--- config.mk ---
export PLATFORM = sky130hd
export DESIGN_NAME = fetch_decode_buffer
export DESIGN_NICKNAME = d
export VERILOG_FILES = /design/src/rtl/fetch_decode_buffer.sv
export SDC_FILE = /design/constraint.sdc
export NUM_CORES = 1
export LEC_CHECK = 0
export BUFFER_PORTS_ARGS = -buffer_cell sky130_fd_sc_hd__clkbuf_2
export CAP_MARGIN = 10
export CORE_UTILIZATION = 30
export DETAILED_ROUTE_END_ITERATION = 12
export SYNTH_ARGS = -nofsm -noshare
export SYNTH_HDL_FRONTEND = slang
export SYNTH_SLANG_ARGS = --single-unit
--- constraint.sdc ---
create_clock -name clk -period 12.3 [get_ports clk]
set_clock_uncertainty 0.1 [all_clocks]
set_input_delay 1.23 -clock clk [delete_from_list [all_inputs] [get_ports clk]]
set_output_delay 1.23 -clock clk [all_outputs]
set_load 0.05 [all_outputs]
--- src/rtl/fetch_decode_buffer.sv ---
// Purpose : in-order instruction queue plus IF/ID output register between program_memory and decode.
// Latency : 1 cycle fetch->ins_id on bypass (empty queue, no stall); queued words one cycle after stall drops.
// Backpr. : stall_pm asserted at count >= DEPTH-1 (one skid slot); a fetch into a full queue under stall is dropped and sets overflow.
//
// Ports:
//   clk, reset        single clock, async active-high reset
//   ins, current_address, fetch_valid   fetched word, its PC, and its valid strobe
//   flush             taken jump/branch: discard everything queued and in flight
//   stall             decode cannot accept this cycle
//   stall_pm          hold PC in program_memory
//   ins_id, pc_id, valid_id   registered instruction presented to decode
//   fifo_count        queue occupancy
//   overflow          sticky: a fetch was lost (cleared only by reset)
module fetch_decode_buffer #(
  parameter int          DEPTH = 4,
  parameter logic [31:0] NOP   = 32'h0000_0000
) (
  input  logic                       clk,
  input  logic                       reset,
  input  logic [31:0]                ins,
  input  logic [15:0]                current_address,
  input  logic                       fetch_valid,
  input  logic                       flush,
  input  logic                       stall,
  output logic                       stall_pm,
  output logic [31:0]                ins_id,
  output logic [15:0]                pc_id,
  output logic                       valid_id,
  output logic [$clog2(DEPTH):0]     fifo_count,
  output logic                       overflow
);

  localparam int PTR_W = $clog2(DEPTH);
  localparam int CNT_W = PTR_W + 1;
  localparam logic [CNT_W-1:0] FULL_CNT  = CNT_W'(DEPTH);
  localparam logic [CNT_W-1:0] SKID_CNT  = CNT_W'(DEPTH - 1);

  typedef struct packed {
    logic [31:0] ins;
    logic [15:0] pc;
  } entry_t;

  entry_t             mem_q [DEPTH];
  entry_t             mem_d [DEPTH];
  logic [PTR_W-1:0]   wr_ptr_q, wr_ptr_d;
  logic [PTR_W-1:0]   rd_ptr_q, rd_ptr_d;
  logic [CNT_W-1:0]   count_q,  count_d;
  logic [31:0]        ins_id_q, ins_id_d;
  logic [15:0]        pc_id_q,  pc_id_d;
  logic               valid_id_q, valid_id_d;
  logic               overflow_q, overflow_d;

  logic               push, pop;
  logic               fifo_empty, fifo_full;
  entry_t             head;
  entry_t             in_entry;

  assign fifo_empty = (count_q == '0);
  assign fifo_full  = (count_q == FULL_CNT);
  assign head       = mem_q[rd_ptr_q];
  assign in_entry   = '{ins: ins, pc: current_address};

  always_comb begin
    push       = 1'b0;
    pop        = 1'b0;
    ins_id_d   = ins_id_q;
    pc_id_d    = pc_id_q;
    valid_id_d = valid_id_q;
    overflow_d = overflow_q;

    if (flush) begin
      // Wrong-path cleanup; the pointer/count reset is handled below.
      ins_id_d   = NOP;
      pc_id_d    = '0;
      valid_id_d = 1'b0;
    end else if (stall) begin
      if (fetch_valid) begin
        if (fifo_full) overflow_d = 1'b1;
        else           push       = 1'b1;
      end
    end else begin
      if (!fifo_empty) begin
        // Older queued words always go first; a same-cycle fetch joins the tail.
        pop        = 1'b1;
        push       = fetch_valid;
        ins_id_d   = head.ins;
        pc_id_d    = head.pc;
        valid_id_d = 1'b1;
      end else if (fetch_valid) begin
        ins_id_d   = ins;
        pc_id_d    = current_address;
        valid_id_d = 1'b1;
      end else begin
        ins_id_d   = NOP;
        valid_id_d = 1'b0;
      end
    end
  end

  always_comb begin
    mem_d    = mem_q;
    wr_ptr_d = wr_ptr_q;
    rd_ptr_d = rd_ptr_q;
    count_d  = count_q;

    if (flush) begin
      wr_ptr_d = '0;
      rd_ptr_d = '0;
      count_d  = '0;
    end else begin
      if (push) begin
        mem_d[wr_ptr_q] = in_entry;
        wr_ptr_d        = wr_ptr_q + PTR_W'(1);
      end
      if (pop) begin
        rd_ptr_d = rd_ptr_q + PTR_W'(1);
      end
      if (push && !pop) begin
        count_d = count_q + CNT_W'(1);
      end else if (pop && !push) begin
        count_d = count_q - CNT_W'(1);
      end
    end
  end

  always_ff @(posedge clk or posedge reset) begin
    if (reset) begin
      for (int i = 0; i < DEPTH; i++) mem_q[i] <= '0;
      wr_ptr_q   <= '0;
      rd_ptr_q   <= '0;
      count_q    <= '0;
      ins_id_q   <= NOP;
      pc_id_q    <= '0;
      valid_id_q <= 1'b0;
      overflow_q <= 1'b0;
    end else begin
      mem_q      <= mem_d;
      wr_ptr_q   <= wr_ptr_d;
      rd_ptr_q   <= rd_ptr_d;
      count_q    <= count_d;
      ins_id_q   <= ins_id_d;
      pc_id_q    <= pc_id_d;
      valid_id_q <= valid_id_d;
      overflow_q <= overflow_d;
    end
  end

  // Threshold at DEPTH-1 leaves room for the word already leaving program_memory.
  assign stall_pm   = (count_q >= SKID_CNT);
  assign ins_id     = ins_id_q;
  assign pc_id      = pc_id_q;
  assign valid_id   = valid_id_q;
  assign fifo_count = count_q;
  assign overflow   = overflow_q;

endmodule

==> results.json <==
{
  "status": "finished, violations left",
  "violations": "DRC",
  "ys_top_cells_by_area": "dfrtp_1, mux2_2, mux4_2",
  "cts-root-buf": "clkbuf_16",
  "numCtsBuffers": 28,
  "critPathArrivalTime_ns": 3.56,
  "initial_core_util": 0.304,
  "tightest_slew_ns": 1.21,
  "synthXorXnorAreaFrac": 0.00407,
  "hold_ws_ns": 0.387,
  "post_drt_via_cell_ratio": 5.11,
  "io_buffers": 106,
  "grt_busiest_layer": "met2",
  "pwr-share-comb": 0.250,
  "synth_compound_area_frac": 0.0595,
  "slowest_delay_ns": 0.97,
  "synth-seq-cells": 249,
  "antenna_left": 0,
  "hp-class": "register to register",
  "syn2layout_area_growth_pct": 16.6,
  "start_kind": "register",
  "power_leakage_nw": 5.92,
  "wl_per_cell_um": 20.7,
  "power_density_nw_per_um2": 216,
  "fin_nets": 849,
  "synthSimpleGateAreaFrac": 0.0412,
  "final-setup-viol-count": 0,
  "clockBufferDepth": 3,
  "place_ws_ns": 8.50,
  "final_common_cell": "dfrtp_1",
  "grt_setup_unrepaired": "no",
  "synth_top_area_frac": 0.562,
  "cts_sinks": 249,
  "end_kind": "register",
  "drcViolationCount": 2,
  "rows": 70,
  "swShare": 0.292,
  "p_clk_frac": 0.298,
  "cp.required_ns": 12.61,
  "ir_drop_mv": 0.116,
  "maxCapViolCount": 0,
  "final_cells": 1283,
  "synthFlopType": "dfrtp_1",
  "grt_pass1_vias": 6945,
  "worst-path-buf-inv": 1,
  "met2_usage": 0.225,
  "fin_ws_ns": 9.05,
  "seq_area_frac_synth": 0.562,
  "synth_cell_types": 43,
  "overflow": 0,
  "use_met1": 0.203,
  "synth_top_family_by_area": "multiplexers",
  "crit_family": "compound AO/OA/AOI/OAI gates",
  "htree_levels": 1,
  "tns_ns": 0,
  "drt_pre_antenna_iters": 8,
  "wl_um": 26600,
  "slowest_stage": "o211ai_4",
  "crit_chain": "or2_0 > o211ai_4 > buf_4 > mux2_2",
  "synth_edf_count": 0,
  "die_area_um2": 37700,
  "grt_start_max_net_pins": 139,
  "clk_pin_slew_ns": 0.06,
  "clk_latency_ns": 0.54,
  "die_x_um": 194,
  "cts_setup_buffers": 0,
  "path_max_fanout": 25,
  "cts_tree": "done",
  "synthArstFlopShare": 1.00,
  "synthMuxAreaShare": 0.294,
  "ioPinCount": 107,
  "drt-initial-drc-count": 341,
  "yosys_warnings": 0,
  "relSlewSlack": 0.193,
  "fmax_ghz": 0.308,
  "dp_cells": 1229,
  "final_cell_mix": "dfrtp_1, mux2_2, clkbuf_2",
  "mappedNetlistNets": 759,
  "hold_violations": 0,
  "slew_viol_final": 0,
  "dp_hpwl_um": 16200,
  "crit_type": "register to register",
  "post_cts_resized": 0,
  "met3_usage": 0.0284,
  "antenna_found_initial": 5,
  "track_usage": 0.144,
  "fin_crit_sh": 0.264,
  "intPower_mw": 1.98,
  "p_switching_mw": 0.815,
  "die_h_um": 194,
  "timing.final.crit_period_ns": 3.25,
  "synthCells": 701,
  "gp_congestion": 0.710,
  "netlist_area_um2": 11100,
  "seqPwrFrac": 0.451,
  "num_vias": 6552,
  "n_fill_cell": 3522,
  "drive_gt1_frac": 0.469,
  "core-area_um2": 36400,
  "synthAdderAreaFrac": 0.00632,
  "synth_top_cell_by_area": "dfrtp_1",
  "synth_area_per_cell_um2": 15.8,
  "ctsHoldBuffers": 0,
  "grt_pass1_wl_um": 42300
}
## Yosys cell counts (4+ instances only)
| cell | count |
|---|---|
| dfrtp_1 | 249 |
| mux2_2 | 162 |
| a221o_1 | 48 |
| mux4_2 | 48 |
| and2_1 | 32 |
| mux2_1 | 31 |
| buf_2 | 17 |
| clkbuf_1 | 17 |
| and4_1 | 16 |
| buf_6 | 10 |
| inv_1 | 9 |
| buf_4 | 8 |
| nor2_1 | 6 |
| a21oi_1 | 4 |
| ha_1 | 4 |
| nand2_1 | 4 |
| o211ai_2 | 4 |
## kinds of logic (layout without fill, tap and decap cells)
family | count (synthesis) | count (layout)
muxes | 241 | 241
adders and majority gates | 5 | 5
and+or+nand+nor | 70 | 70
other | 0 | 2
xor gates and xnor gates | 3 | 3
buffers and inverters | 63 | 175
AOI/OAI and AO/OA | 70 | 70
DFF | 249 | 249
## path summary, 6_finish.rpt
check	cells past startpoint	slack [ns]	startpoint	end
min in group asynchronous	2	0.79	reset	ins_id[0]
max in group asynchronous	3	9.72	reset	rd_ptr_q[0]
worst max-delay path	4	9.05	fifo_count[1]	mem_q[52]
worst min register to register	1	0.39	mem_q[110]	mem_q[110]
worst max register to register	4	9.05	fifo_count[1]	mem_q[52]
worst min-delay path	1	0.39	mem_q[110]	mem_q[110]
## worst register-to-register path, delay by kind of cell (launching register included)
kind            cells  cell delay (ns)
mux                 1             0.41
flops               1             0.53
compound gates      1             0.97
buf+inv             1             0.54
simple gates        1             0.57
## power by group through the flow
| stage | logic [mW] | clock network, mW | registers (mW) |
|---|---|---|---|
| floorplan | 0.484 | 0 | 1.31 |
| CTS | 0.709 | 0.860 | 1.26 |
| global route | 0.750 | 0.888 | 1.30 |
| global placement | 0.692 | 0 | 1.26 |
| detailed placement | 0.706 | 0 | 1.28 |
| finish | 0.699 | 0.834 | 1.26 |
## state kept, by name (all words and copies together), names as in the netlist
signal / count
rd_ptr_q: 2
pc_id: 16
fifo_count: 3
overflow: 1
ins_id: 32
wr_ptr_q: 2
valid_id: 1
mem_q: 192
## metal layers
metal,wire length (um),up-vias,share of wire
met4,548,4,0.021
met1,12600,3492,0.48
met5,29,-,0.0011
met2,12200,149,0.46
met3,1120,40,0.042
li1,-,2867,-
## per-stage QoR
step                 util  power, mW  cell area, um^2
floorplan               -       1.80            11100
global placement    0.329       1.96            12000
detailed placement  0.329       1.98            12000
CTS                 0.355       2.83            12900
global route        0.355       2.94            12900
finish              0.355       2.79            12900
## final cells by class
class                           count  area [um^2]  area share
Antenna cell                        2         5.00    0.000387
Clock buffer                       45          866      0.0670
Clock inverter                      7         63.8     0.00494
Inverter                            9         41.3     0.00320
Multi-Input combinational cell    389         4530       0.351
Sequential cell                   249         6240       0.483
Tap cell                          468          586      0.0453
Timing Repair Buffer              114          591      0.0457
(Power assumes the default switching activity.)
